### config.mk
export PLATFORM = sky130hd
export DESIGN_NAME = led_div_seq
export DESIGN_NICKNAME = d
export VERILOG_FILES = /design/src/rtl/led_div_seq.sv
export SDC_FILE = /design/constraint.sdc
export NUM_CORES = 1
export LEC_CHECK = 0
export BUFFER_PORTS_ARGS = -buffer_cell sky130_fd_sc_hd__buf_2
export CAP_MARGIN = 20
export CORE_ASPECT_RATIO = 0.75
export CORE_UTILIZATION = 65
export DETAILED_ROUTE_END_ITERATION = 7
export GPL_TIMING_DRIVEN = 1
export PLACE_DENSITY = 0.9
export SLEW_MARGIN = 20
export SYNTH_ARGS = -nofsm -noshare
export SYNTH_HDL_FRONTEND = slang
export SYNTH_SLANG_ARGS = --single-unit
### constraint.sdc
create_clock -name clk100 -period 6.15 [get_ports clk100]
set_input_delay 1.845 -clock clk100 [delete_from_list [all_inputs] [get_ports clk100]]
set_output_delay 1.845 -clock clk100 [all_outputs]
set_load 0.005 [all_outputs]
### src/rtl/led_div_seq.sv
// Divider sequencer for the LED counter: produces div_o with a one-cycle wren_o load strobe,
// stepped by a debounced button (manual mode) or by a dwell timer that ping-pongs (sweep mode).
module led_div_seq #(
    parameter int DIVW         = 5,
    parameter int DIV_MIN      = 1,
    parameter int DIV_MAX      = 20,
    parameter int DIV_INIT     = 8,
    parameter int DEB_CYCLES   = 1000000,
    parameter int DWELL_CYCLES = 50000000
) (
    input  logic            clk100,
    input  logic            rstn,
    input  logic            enable_i,
    input  logic            mode_i,
    input  logic            btn_i,
    output logic [DIVW-1:0] div_o,
    output logic            wren_o,
    output logic            dir_o
);

    localparam int DEBW = (DEB_CYCLES > 1) ? $clog2(DEB_CYCLES) : 1;
    localparam int DWLW = (DWELL_CYCLES > 1) ? $clog2(DWELL_CYCLES) : 1;
    localparam logic [DEBW-1:0] DEB_LAST = DEBW'(DEB_CYCLES - 1);
    localparam logic [DWLW-1:0] DWL_LAST = DWLW'(DWELL_CYCLES - 1);
    localparam logic [DIVW-1:0] MIN_V    = DIVW'(DIV_MIN);
    localparam logic [DIVW-1:0] MAX_V    = DIVW'(DIV_MAX);
    localparam logic [DIVW-1:0] INIT_V   = DIVW'(DIV_INIT);
    localparam logic [DIVW-1:0] MIN_P1_V = DIVW'(DIV_MIN + 1);
    localparam logic [DIVW-1:0] MAX_M1_V = DIVW'(DIV_MAX - 1);

    logic            r_sync1;
    logic            r_sync2;
    logic            r_deb;
    logic [DEBW-1:0] r_deb_cnt;
    logic [DWLW-1:0] r_dwell;
    logic            r_mode_q;
    logic            r_init_done;
    logic [DIVW-1:0] r_div;
    logic            r_wren;
    logic            r_dir;

    logic            w_press;
    logic            w_press_ok;
    logic            w_step;
    logic            w_dir_eff;
    logic [DIVW-1:0] w_div_nxt;
    logic            w_dir_nxt;
    logic            w_wren_nxt;
    logic [DWLW-1:0] w_dwell_nxt;

    function automatic logic in_range(input logic [DIVW-1:0] v);
        return (v >= MIN_V) && (v <= MAX_V);
    endfunction

    // Button synchroniser and debouncer; debounced level only moves after DEB_CYCLES stable samples.
    always_ff @(posedge clk100 or negedge rstn) begin
        if (!rstn) begin
            r_sync1   <= 1'b0;
            r_sync2   <= 1'b0;
            r_deb     <= 1'b0;
            r_deb_cnt <= '0;
        end else begin
            r_sync1 <= btn_i;
            r_sync2 <= r_sync1;
            if (r_sync2 != r_deb) begin
                if (r_deb_cnt == DEB_LAST) begin
                    r_deb     <= r_sync2;
                    r_deb_cnt <= '0;
                end else begin
                    r_deb_cnt <= r_deb_cnt + DEBW'(1);
                end
            end else begin
                r_deb_cnt <= '0;
            end
        end
    end

    // A press is the cycle in which the debounced level is about to rise.
    assign w_press    = (r_sync2 != r_deb) && (r_deb_cnt == DEB_LAST) && r_sync2;
    // Blocking events right after a load keeps wren_o from ever firing two cycles in a row.
    assign w_press_ok = w_press && enable_i && r_init_done && !r_wren;
    assign w_step     = r_init_done && enable_i && mode_i && (mode_i == r_mode_q) &&
                        (r_dwell == DWL_LAST) && !r_wren;
    assign w_dir_eff  = r_dir ^ w_press_ok;

    // Next-state logic for divider, direction, strobe and dwell timer.
    always_comb begin
        w_div_nxt   = r_div;
        w_dir_nxt   = r_dir;
        w_wren_nxt  = 1'b0;
        w_dwell_nxt = r_dwell;
        if (!r_init_done) begin
            w_div_nxt   = INIT_V;
            w_wren_nxt  = 1'b1;
            w_dwell_nxt = '0;
        end else begin
            if ((mode_i != r_mode_q) || (enable_i && !mode_i)) begin
                w_dwell_nxt = '0;
            end else if (enable_i) begin
                w_dwell_nxt = (r_dwell == DWL_LAST) ? '0 : r_dwell + DWLW'(1);
            end else begin
                w_dwell_nxt = r_dwell;
            end

            if (!mode_i) begin
                if (w_press_ok) begin
                    w_wren_nxt = 1'b1;
                    w_div_nxt  = (!in_range(r_div) || (r_div == MAX_V)) ? MIN_V : r_div + DIVW'(1);
                end else begin
                    w_div_nxt = r_div;
                end
            end else begin
                w_dir_nxt = w_dir_eff;
                if (w_step) begin
                    w_wren_nxt = 1'b1;
                    if (!in_range(r_div)) begin
                        w_div_nxt = MIN_V;
                    end else if (w_dir_eff) begin
                        if (r_div == MAX_V) begin
                            w_dir_nxt = 1'b0;
                            w_div_nxt = MAX_M1_V;
                        end else begin
                            w_div_nxt = r_div + DIVW'(1);
                        end
                    end else begin
                        if (r_div == MIN_V) begin
                            w_dir_nxt = 1'b1;
                            w_div_nxt = MIN_P1_V;
                        end else begin
                            w_div_nxt = r_div - DIVW'(1);
                        end
                    end
                end else begin
                    w_div_nxt = r_div;
                end
            end
        end
    end

    // State and registered outputs.
    always_ff @(posedge clk100 or negedge rstn) begin
        if (!rstn) begin
            r_div       <= INIT_V;
            r_wren      <= 1'b0;
            r_dir       <= 1'b1;
            r_dwell     <= '0;
            r_mode_q    <= 1'b0;
            r_init_done <= 1'b0;
        end else begin
            r_div       <= w_div_nxt;
            r_wren      <= w_wren_nxt;
            r_dir       <= w_dir_nxt;
            r_dwell     <= w_dwell_nxt;
            r_mode_q    <= mode_i;
            r_init_done <= 1'b1;
        end
    end

    assign div_o  = r_div;
    assign wren_o = r_wren;
    assign dir_o  = r_dir;

endmodule

After elaboration in Yosys (flattened, before gate mapping)
Cells that the tools add are included.
{"block": "word_totals", "word_cells": 71, "reg_bits": 58, "out_inout_bits": 7}
{"block": "classes", "magnitude_cmp": 2, "mux": 24, "n_reduce_logical": 20, "addsub": 4, "bitwise": 1, "n_eq_ne": 10}
{"op": "$mux W26", "n": 4}
{"op": "$mux W5", "n": 9}
{"op": "$mux W20", "n": 2}
{"op": "$add A26 B1 Y26 const B", "n": 1}
{"op": "$eq A26 B26 Y1 const B", "n": 1}
{"op": "$add A20 B1 Y20 const B", "n": 1}
{"op": "$eq A20 B20 Y1 const B", "n": 1}
{"op": "$logic_and A1 B1 Y1", "n": 12}
{"op": "$mux W1", "n": 9}
{"op": "$ne A3 B2 Y1 const B", "n": 3}
{"op": "$reduce_and A2 Y1", "n": 3}
{"op": "$add A5 B1 Y5 const B", "n": 1}
{"op": "$eq A5 B1 Y1 const B", "n": 1}
{"op": "$eq A5 B5 Y1 const B", "n": 1}
{"op": "$ge A5 B1 Y1 const B", "n": 1}
{"op": "$le A5 B5 Y1 const B", "n": 1}
{"op": "$sub A5 B1 Y5 const B", "n": 1}
{"op": "$logic_not A1 Y1", "n": 3}
{"op": "$logic_or A1 B1 Y1", "n": 2}
{"op": "$ne A1 B1 Y1", "n": 2}
{"op": "$eq A1 B1 Y1", "n": 1}
{"op": "$xor A1 B1 Y1", "n": 1}

Longest topological paths before layout
{"block": "depth", "word_depth": 12, "ltp_mapped": 8, "mapped_depth_nobuf": 8}

Worst setup path after synthesis
No wires, ideal clock.
{"block": "synth_path", "path_type": "in2reg", "start": "input enable_i", "end": "register r_div[1], in the netlist div_o[1]", "cell_stages": 6, "path_slack_ps": 2822, "setup_time_ps": 128, "required_ps": 6022, "n_path_buf": 0, "arrival_time_ps": 3200, "cell_sequence": "nor4bb_1 nand4_1 or2_1 or4_1 o211ai_1 o31ai_2"}
{"block": "synth_between", "elab_chain_cells": 9}
{"item": "start, declared", "line_no": "13", "source": "input logic enable_i,"}
{"item": "$logic_and A1 B1 Y1 (3 in a row)", "line_no": "81", "source": "assign w_press_ok = w_press && enable_i && r_init_done && !r_wren;"}
{"item": "$xor A1 B1 Y1", "line_no": "84", "source": "assign w_dir_eff = r_dir ^ w_press_ok;"}
{"item": "$mux W5", "line_no": "118", "source": "end else if (w_dir_eff) begin"}
{"item": "$mux W5", "line_no": "116", "source": "if (!in_range(r_div)) begin"}
{"item": "$mux W5", "line_no": "114", "source": "if (w_step) begin"}
{"item": "$mux W5", "line_no": "105", "source": "if (!mode_i) begin"}
{"item": "$mux W5", "line_no": "92", "source": "if (!r_init_done) begin"}
{"item": "end signal, assigned", "line_no": "150", "source": "r_div <= w_div_nxt;"}
{"item": "end, declared", "line_no": "38", "source": "logic [DIVW-1:0] r_div;"}
Parallel ways exist; a longest one is shown, timed or not. The select of a mux whose other input is x is not followed.
A chain may end at the register's enable or synchronous reset.

Final worst setup path
Same ends and word-level chain as after synthesis.

==> impl_results.md <==
* Cell-internal power at between 0.7 and 0.8 mW
* WL final at between 7 and 8 mm
* Fmax at between 0.2 and 0.3 GHz
* Synth Warn # at 0
* Crit Reg-Reg Startpoint: r_dwell[9]
* Starting DRC count in detailed routing at 192
* Net Sw Frac at about 25%
* RSZ-0062 raised after global routing: no
* Ports at 12
* Slew Viols, Final at 0
* H-tree depth at 3
* Post-synthesis compound-gate area fraction at 16.25%
* Worst R2R Path Depth at 6
* Final Hold Viols at 0
* WL/cell at between 15 and 20 um
* Post-CTS sizing at 0
* Flop pwr share at between 40% and 50%
* Largest net degree at the start of global routing at 59
* Combinational share of power at roughly 12%
* Syn Area/Cell at ~8.9 um2
* Starting Density at 68.76%
* Setup TNS at 0 ns
* Final global-route overflow total at 0
* Fraction of layout cells with a size suffix above 1 at 11.56%
* Fin crit share at 55.58%
* Synth area leader: dfrtp_1
* DR vias/cell at ~6.1
* CTS max path bufs at 2
* Post-synth EDFFs at 0
* Simple-gate share of the synthesized area at between 20% and 30%
* Die height at about 65 um
* Final critical-path required period at ~3.4 ns
* Hold depth at 0
* Largest family of logic cells by synthesized area: simple AND/OR/NAND/NOR gates
* PD cells at 255.3 nW/um2
* Final setup violating endpoints at 0
* NetSw at approximately 0.24 mW
* Clk_skew at about 0.0073 ns
* Leakage power at approximately 1.5 nW
* Number of global-route vias before repair at 2743
* Die area at approximately 5600 um2
* Via Count at around 2900
* Nets at 404
* Synth Instances at about 380
* Antenna violations before repair at 0
* CTS tree: yes
* Least-Margin Pin Slew at 0.7352 ns
* Hold Path Origin: r_sync1
* Hold Path Class: register to register
* Root buf cell: clkbuf_8
* Top_reg_cell synth: dfrtp_1
* Mux cell area share after synthesis at 1.607%
* Multi-input logic area at ~1800 um2
* Tot GR Track Use at between 20% and 30%
* Maximum fanout along the worst path at 5
* Reg clk slew, reported paths at about 0.060 ns
* Detailed Routing Iterations Pass 1 at 4
* Clock Sinks at 58
* Critical R2R Capture: r_dwell[10]
* Antenna cells at 0
* Clock Power Share at between 40% and 50%
* Arrival time at the worst endpoint at about 3.6 ns
* Adder-Cell Fraction of Synth Area at under 10%
* Async SR Flop Fraction at 100.0%
* First-pass GRT wire length at between 10 and 15 mm
* Yosys top cell area share at about two fifths
* Critical path class: input pin to register
* CP Capture Type: register
* XOR/XNOR Fraction of Synth Area at between 5 and 6%
* Register bit total from synthesis at a little under 60
* Commonest cells in the synthesized netlist: 56 x dfrtp_1, 38 x nor2_1, 35 x nand2_1
* Core Box Area at 4982 um2
* Skew-Pair Late Insertion Delay at around 0.34 ns
* Final Core Density at ~76%
* Syn Nets at between 300 and 400
* R2R Setup Slk at 3.87 ns
* Die Width at between 80 and 90 um
* DP Wirelength at 4.615 mm
* Synth unique cells at between 60 and 70
* WHS Endpoint: r_sync2
* Max IR drop VDD at 0.1463 mV
* DRC violations left at 0
* Gpl congestion at approximately 0.94
* Postcts setup bufs at 0
* Row count at 22
* Startpoint Class: input pin
* Top post-synthesis cells by area: dfrtp_1 41%, nand3_1 4.5%, nor2_1 4.2%, nand2_1 3.8%, xor2_1 3.3%
* Number of fill cells at between 300 and 400
* Antenna viol nets, final at 0
* Status: completed
* Total CTS buffers at 9
* Sequential share of the synthesized area at 42.44%
* Most common cell in the netlist: dfrtp_1
* Worst Path Required at between 6 and 7 ns
* Syn-to-layout area delta at 9.825%
* Reg area at about 1500 um2
* Cts hold-fix bufs at 0
* Max-Cap Viols at 0
* Worst rel slew slack at ~51%
* Mapped cell area at ~3400 um2
* Port Buffers at 11
-- registers in the layout (all words and copies together) (netlist names) --
| name | cells |
|---|---|
| r_mode_q | 1 |
| wren_o | 1 |
| r_sync2 | 1 |
| r_deb_cnt | 20 |
| r_sync1 | 1 |
| r_deb | 1 |
| r_dwell | 26 |
| r_init_done | 1 |
| div_o | 5 |
| dir_o | 1 |
-- layer usage --
layer / track usage [%] / routed length (um) / up-vias
met3: 8.917 / 331 / 16
met5: 0 / 0 / -
met4: 8.333 / 135 / 0
met2: 48.20 / 3322 / 85
li1: - / - / 1395
met1: 37.45 / 3367 / 1365
-- worst max-delay path by stage --
| stage | startpoint | end | slack, ns | cells past startpoint |
|---|---|---|---|---|
| floorplan | enable_i | div_o[1] | 2.82 | 6 |
| global placement | enable_i | div_o[1] | 2.60 | 7 |
| detailed placement | enable_i | div_o[1] | 2.45 | 7 |
| CTS | enable_i | div_o[1] | 2.77 | 7 |
| global route | enable_i | div_o[4] | 2.65 | 7 |
| finish | enable_i | div_o[1] | 2.73 | 7 |
-- critical path, cell delays in order --
cell      delay [ns]
buf_2           0.11
nor4bb_1        0.33
nand4_1         0.29
or2_1           0.36
or4_1           0.48
o211ai_1        0.12
o31ai_2         0.08
-- final cells by class --
class | count | area share (%)
multi-input cells | 297 | 49.09
flip-flops and latches | 58 | 38.64
clock buffers | 12 | 3.858
clock inverters | 4 | 2.627
well taps | 72 | 2.394
repair buffers | 14 | 2.062
inverters | 13 | 1.330
-- power groups by stage --
stage | sequential [mW] | clock, mW | combinational (mW)
final | 0.412 | 0.431 | 0.117
after global routing | 0.414 | 0.454 | 0.133
after CTS | 0.411 | 0.439 | 0.117
after detailed placement | 0.418 | 0 | 0.114
after global placement | 0.417 | 0 | 0.109
after floorplan | 0.409 | 0 | 0.0863
-- logic make-up after synthesis --
family                   Yosys count
buffers and inverters             28
AO/OA/AOI/OAI                     86
adder cells (fa/ha/maj)            6
multiplexers                       5
XOR/XNOR                          23
other                              1
AND/OR/NAND/NOR                  176
flip-flops                        58
-- cell usage in the layout (no fill, tap or decap), drive strengths merged, types with 2 or more instances in the layout --
master,instances
dfrtp,56
nor2,40
o21ai,40
nand2,35
nand3,31
buf,14
xor2,13
inv,12
o31ai,12
clkbuf,12
and3,11
nor3,11
xnor2,10
a31oi,9
a21oi,8
nand4,7
nand2b,6
ha,6
and2,5
nand3b,4
or4,4
mux2,4
nor4,4
and4b,3
or3,3
o41ai,3
nor2b,3
o211ai,3
bufinv,3
and4,2
nor4bb,2
dfstp,2
clkinv,2
-- metrics by stage --
step	cells	total power, mW	cell area, um2	hold WS [ns]	setup slack, ns
3_3_place_gp	454	0.5262	3518	0.3693	2.596
3_5_place_dp	454	0.5318	3518	0.3698	2.448
5_1_grt	470	1.002	3762	0.3900	2.647
4_1_cts	470	0.9668	3762	0.3881	2.768
6_report	470	0.9607	3762	0.3965	2.732
2_1_floorplan	383	0.4953	3426	0.3312	2.822
No activity file was read; power rests on OpenSTA's default activity.
